$ cat config.mk
export PLATFORM = sky130hd
export DESIGN_NAME = arb2_burst_xfer
export DESIGN_NICKNAME = d
export VERILOG_FILES = /design/src/rtl/arb2_burst_xfer_pkg.sv /design/src/rtl/arb2_burst_fifo.sv /design/src/rtl/arb2_burst_xfer.sv
export SDC_FILE = /design/constraint.sdc
export NUM_CORES = 1
export LEC_CHECK = 0
export BUFFER_PORTS_ARGS = -buffer_cell sky130_fd_sc_hd__buf_2
export CAP_MARGIN = 10
export CORE_UTILIZATION = 50
export DETAILED_ROUTE_END_ITERATION = 8
export GPL_ROUTABILITY_DRIVEN = 0
export PLACE_DENSITY_LB_ADDON = 0.15
export SLEW_MARGIN = 20
export SYNTH_ARGS = -nofsm -noshare
export SYNTH_HDL_FRONTEND = slang
export SYNTH_SLANG_ARGS = --single-unit
$ cat constraint.sdc
create_clock -name clk -period 2.3 [get_ports clk]
set_input_delay 0.46 -clock clk [delete_from_list [all_inputs] [get_ports clk]]
set_output_delay 0.46 -clock clk [all_outputs]
set_load 0.1 [all_outputs]
$ cat src/rtl/arb2_burst_xfer_pkg.sv
// Shared types and constants for the arb2 burst transfer stage.
package arb2_burst_xfer_pkg;

    // Channel ownership state.
    typedef enum logic [1:0] {
        IDLE = 2'd0,
        OWN1 = 2'd1,
        OWN2 = 2'd2
    } state_t;

    // Encoding of out_src.
    localparam logic SRC_P1 = 1'b0;
    localparam logic SRC_P2 = 1'b1;

    // Width of the per-ownership beat counter. It holds 0..max_burst-1.
    function automatic int cnt_width(input int max_burst);
        return (max_burst > 2) ? $clog2(max_burst) : 1;
    endfunction

endpackage

$ cat src/rtl/arb2_burst_fifo.sv
// Small synchronous FIFO with a combinational head. A full FIFO refuses a
// push even when it pops in the same cycle, which keeps o_full purely
// registered-state based.
module arb2_burst_fifo #(
    parameter int WIDTH = 9,
    parameter int DEPTH = 4
) (
    input  logic             clk,
    input  logic             rst,
    input  logic             i_push,
    input  logic [WIDTH-1:0] i_data,
    input  logic             i_pop,
    output logic [WIDTH-1:0] o_head,
    output logic             o_full,
    output logic             o_empty
);

    localparam int AW = $clog2(DEPTH);

    // One extra pointer bit distinguishes full from empty.
    logic [AW:0]      r_wptr;
    logic [AW:0]      r_rptr;
    logic [WIDTH-1:0] r_mem [DEPTH];
    logic             w_do_push;
    logic             w_do_pop;

    assign o_empty   = (r_wptr == r_rptr);
    assign o_full    = (r_wptr[AW] != r_rptr[AW]) && (r_wptr[AW-1:0] == r_rptr[AW-1:0]);
    assign w_do_push = i_push & ~o_full;
    assign w_do_pop  = i_pop & ~o_empty;
    assign o_head    = r_mem[r_rptr[AW-1:0]];

    // Pointer update; reset flushes the FIFO by equalising the pointers.
    // NOTE: sequential state uses non-blocking assignments so every flop
    // samples pre-edge values regardless of statement order.
    always_ff @(posedge clk or posedge rst) begin
        if (rst) begin
            r_wptr <= '0;
            r_rptr <= '0;
        end else begin
            if (w_do_push) r_wptr <= r_wptr + (AW+1)'(1);
            if (w_do_pop)  r_rptr <= r_rptr + (AW+1)'(1);
        end
    end

    // Storage write.
    // NOTE: the array has no reset; entries are only read after being
    // written, so clearing them would cost flops for no behavioural gain.
    always_ff @(posedge clk) begin
        if (w_do_push) r_mem[r_wptr[AW-1:0]] <= i_data;
    end

endmodule

$ cat src/rtl/arb2_burst_xfer.sv
// Transfer stage around a two-requester arbiter: buffers beats per port and
// locks the shared output channel to the granted port until its burst ends
// (last beat or MAX_BURST beats, whichever comes first).
module arb2_burst_xfer
    import arb2_burst_xfer_pkg::*;
#(
    parameter int DATA_W    = 8,
    parameter int DEPTH     = 4,
    parameter int MAX_BURST = 16
) (
    input  logic              clk,
    input  logic              rst,
    input  logic              in1_valid,
    output logic              in1_ready,
    input  logic [DATA_W-1:0] in1_data,
    input  logic              in1_last,
    input  logic              in2_valid,
    output logic              in2_ready,
    input  logic [DATA_W-1:0] in2_data,
    input  logic              in2_last,
    output logic              req1,
    output logic              req2,
    input  logic              gnt1,
    input  logic              gnt2,
    output logic              out_valid,
    input  logic              out_ready,
    output logic [DATA_W-1:0] out_data,
    output logic              out_last,
    output logic              out_src,
    output logic              burst_err,
    output logic              busy
);

    localparam int CNT_W = cnt_width(MAX_BURST);
    localparam logic [CNT_W-1:0] CNT_LAST = CNT_W'(MAX_BURST - 1);

    state_t           r_state;
    logic [CNT_W-1:0] r_beat_cnt;
    logic             r_burst_err;

    logic             w_full1, w_empty1, w_full2, w_empty2;
    logic [DATA_W:0]  w_head1, w_head2;
    logic             w_own1, w_own2, w_idle;
    logic             w_pop, w_pop1, w_pop2;
    logic             w_out_valid;
    logic [DATA_W:0]  w_head;

    assign w_idle = (r_state == IDLE);
    assign w_own1 = (r_state == OWN1);
    assign w_own2 = (r_state == OWN2);

    arb2_burst_fifo #(.WIDTH(DATA_W + 1), .DEPTH(DEPTH)) u_fifo1 (
        .clk     (clk),
        .rst     (rst),
        .i_push  (in1_valid),
        .i_data  ({in1_last, in1_data}),
        .i_pop   (w_pop1),
        .o_head  (w_head1),
        .o_full  (w_full1),
        .o_empty (w_empty1)
    );

    arb2_burst_fifo #(.WIDTH(DATA_W + 1), .DEPTH(DEPTH)) u_fifo2 (
        .clk     (clk),
        .rst     (rst),
        .i_push  (in2_valid),
        .i_data  ({in2_last, in2_data}),
        .i_pop   (w_pop2),
        .o_head  (w_head2),
        .o_full  (w_full2),
        .o_empty (w_empty2)
    );

    assign in1_ready = ~w_full1;
    assign in2_ready = ~w_full2;

    // The non-owner is masked so the arbiter can only ever grant the owner.
    assign req1 = ~w_empty1 & (w_idle | w_own1);
    assign req2 = ~w_empty2 & (w_idle | w_own2);

    // Output channel mux: present the owner's FIFO head, zeroed when idle.
    // NOTE: every output gets a default first so no path leaves it unassigned
    // and no latch is inferred.
    always_comb begin
        w_out_valid = 1'b0;
        w_head      = '0;
        if (w_own1) begin
            w_out_valid = ~w_empty1;
            w_head      = w_head1;
        end else if (w_own2) begin
            w_out_valid = ~w_empty2;
            w_head      = w_head2;
        end
        if (!w_out_valid) w_head = '0;
    end

    assign w_pop  = w_out_valid & out_ready;
    assign w_pop1 = w_pop & w_own1;
    assign w_pop2 = w_pop & w_own2;

    assign out_valid = w_out_valid;
    assign out_data  = w_head[DATA_W-1:0];
    assign out_last  = w_head[DATA_W];
    assign out_src   = w_own2 ? SRC_P2 : SRC_P1;
    assign burst_err = r_burst_err;
    assign busy      = ~w_idle;

    // Ownership FSM with beat counting and forced-termination pulse.
    always_ff @(posedge clk or posedge rst) begin
        if (rst) begin
            r_state     <= IDLE;
            r_beat_cnt  <= '0;
            r_burst_err <= 1'b0;
        end else begin
            r_burst_err <= 1'b0;
            case (r_state)
                IDLE: begin
                    if (gnt1)      r_state <= OWN1;
                    else if (gnt2) r_state <= OWN2;
                end
                OWN1, OWN2: begin
                    if (w_pop) begin
                        if (w_head[DATA_W]) begin
                            r_state    <= IDLE;
                            r_beat_cnt <= '0;
                        end else if (r_beat_cnt == CNT_LAST) begin
                            // Remaining beats will compete again as a new burst.
                            r_state     <= IDLE;
                            r_beat_cnt  <= '0;
                            r_burst_err <= 1'b1;
                        end else begin
                            r_beat_cnt <= r_beat_cnt + CNT_W'(1);
                        end
                    end
                end
                default: begin
                    r_state    <= IDLE;
                    r_beat_cnt <= '0;
                end
            endcase
        end
    end

endmodule

==> flow_summary.ini <==
[grt]
grt_start_max_net_pins = 20
antenna_found_initial = 0
grt_overflow_total = 0
grt_pass1_vias = 2204
grt_pass1_wl_microns = 11300
gr-usage-all-layers = 0.184

[sta]
finalWorstSetupSlack_ns = -0.232
rsz0062_at_grt = true
finalHoldViolations = 0
slew_violations = 0
worst_pin_slew_ns = 0.794
fmax_mhz = 395
finalSetupViolations = 10
fin_crit_sh = 1.10
finalCriticalPeriod_ns = 2.53
maxSlewHeadroom = 0.470
finClkSkew_ns = 0.0117

[critical_path]
crit_path_top_delay_cell = or3_4
worstPathCellList = buf_6 > xor2_4 > or3_4 > a21oi_4 > buf_12 > nor2_4 > buf_12
critPathKind = flop to output port
cp-start-kind = flop
crit_fanout = 5
cp.arrival_ns = 2.07
crit_path_end_kind = output port
cpPeakStageDelay_ns = 0.42
critPathRequiredTime_ns = 1.84
crit_path_frequent_cell = buf_12
critPathBufInv = 3
cp_top_family = buffers and inverters

[finish]
final_core_util = 0.663
layout_commonest_cell = edfxtp_1
most-common-layout-cells = edfxtp_1 (72), buf_2 (27), buf_4 (21)
areaGrowthSynthToFinish_pct = 27.1
num_antenna_cells = 0
drive_gt1_frac = 0.431
nNetsFinal = 347

[die]
boundaryPins = 42
start_util = 0.521
die_h_microns = 92
coreArea_sq_um = 7770
rows = 32
fp.dieW_microns = 92
die-area_sq_um = 8460

[status]
violations = setup timing
status = finished, violations left

[clock_network]
tritoncts = built
htree_levels = 3
clock_latency_ns = 0.35
cts_hold_buf = 0
numCtsBuffers = 9
path_clk_slew_ns = 0.09
clk_path_buf_depth = 2
cts_sinks = 91
cts_root_buf = clkbuf_8

[place]
place_ws_ns = 0.0952
port_buffers = 41
dp_hpwl_microns = 4950

[route]
vias = 2232
avgViaCountPerCell = 5.38
drcViolationCount = 0
ant_nets = 0
finalWirelength_microns = 7150
drt-initial-drc-count = 135
wire_per_inst_microns = 17.2
first_pass_iters = 4

[yosys]
avgSynthCellArea_sq_um = 17.2
synth_nets = 275
ys_types = 48
yosys_warnings = 0
syn_area_sq_um = 4050
synth_seq_area_share = 0.651
ys_ff_latch = 91
netlist_instances = 236

[min_path]
hp-class = input pin to async pin

[run]
drv_cap = 0
-- metrics by stage --
step	hold slack (ns)	TNS (ns)	cells	area, sq um
6_report	0.243	-2.11	415	5150
5_1_grt	0.290	-2.78	415	5150
4_1_cts	0.259	-2.29	411	5080
3_5_place_dp	0.481	0	392	4800
3_3_place_gp	0.479	0	392	4800
2_1_floorplan	0.411	-2.49	236	4150
-- cells by family (layout without fill, tap and decap cells) --
logic type,Yosys count,in the layout,share of synthesized area
adders and majority gates,14,14,0.0433
buffers and inverters,23,100,0.0256
DFF,91,91,0.651
xor gates and xnor gates,14,14,0.0368
muxes,22,22,0.118
and+or+nand+nor,40,40,0.0504
AOI/OAI and AO/OA,32,32,0.0745
-- routing by layer --
metal,vias up,wire [microns],GRT usage
li1,1061,-,-
met3,6,347,0.0423
met1,1098,3150,0.243
met4,0,92,0.0664
met5,-,0,0
met2,67,3560,0.300
-- timing repair --
action | CTS | global route
cloned | 0 | 0
gates resized for setup | 11 | 8
pin swaps | 9 | 7
setup endpoints to repair | 11 | 12
buffers inserted | 3 | 5
-- worst paths after layout --
| path | startpoint | end | slack (ns) | cells after the start |
|---|---|---|---|---|
| setup / recovery | u_fifo1.r_rptr[0]$_DFFE_PP0P_ | out_data[7] | -0.23 | 7 |
| hold / removal | rst | r_beat_cnt[3]$_DFFE_PP0P_ | 0.24 | 2 |
| setup reg to reg | u_fifo1.r_rptr[0]$_DFFE_PP0P_ | r_state[0]$_DFFE_PP0P_ | 0.09 | 9 |
| hold reg to reg | u_fifo2.r_rptr[2]$_DFFE_PP0P_ | u_fifo2.r_rptr[2]$_DFFE_PP0P_ | 0.50 | 1 |
| max in group asynchronous | rst | u_fifo1.r_wptr[0]$_DFFE_PP0P_ | 1.52 | 2 |
| min in group clk | in2_last | u_fifo2.r_mem[1][8]$_DFFE_PP_ | 0.32 | 1 |
-- state kept, by name, summed over array words and instances (netlist names) --
name,count
u_fifo2.r_wptr,3
r_state,2
r_beat_cnt,4
u_fifo2.r_mem,36
u_fifo1.r_wptr,3
u_fifo1.r_mem,36
u_fifo1.r_rptr,3
u_fifo2.r_rptr,3
burst_err,1
-- worst register-to-register path, stage by stage, from the launching register on --
cell      delay (ns)
dfrtp_1         0.39
buf_6           0.13
buf_4           0.12
buf_6           0.10
mux4_2          0.42
o311a_4         0.15
buf_6           0.12
a211oi_4        0.29
a22oi_2         0.11
a32o_2          0.28
-- cell type report --
cell class,instances,area [sq um]
multi-input cells,122,1470
fillers,539,2620
clock inverters,7,80.1
repair buffers,68,649
flip-flops and latches,91,2640
clock buffers,9,124
inverters,16,63.8
well taps,102,128
-- cells in the mapped netlist (all sizes together) --
library cell	n	share of area
edfxtp	72	0.53
a31oi	1	0.0053
a221oi	2	0.0043
o21ai	2	0.0025
dfrtp	19	0.12
xnor2	4	0.0086
mux2i	1	0.0025
mux2	3	0.0083
nor2b	1	0.0015
xor2	10	0.028
and2	6	0.0093
ha	14	0.043
nand2b	2	0.0031
nor3	1	0.0012
o31ai	1	0.0019
buf	3	0.0068
a21boi	1	0.0019
inv	16	0.015
nor2	13	0.012
a221o	2	0.0056
a211oi	2	0.0068
mux4	18	0.11
o31a	1	0.0022
nand3	2	0.0025
a32o	1	0.0028
or3	1	0.0028
a21oi	1	0.0022
nand3b	1	0.0019
and3	5	0.0080
o22ai	2	0.0031
nor4	1	0.0015
a21o	2	0.0040
o311a	2	0.0077
a22oi	10	0.020
o32a	1	0.0025
clkbuf	4	0.0040
o2bb2ai	1	0.0022
nand2	7	0.0065
Power is not shown: default switching activity piles up to over one toggle a cycle in this logic, so the estimate is an artifact.
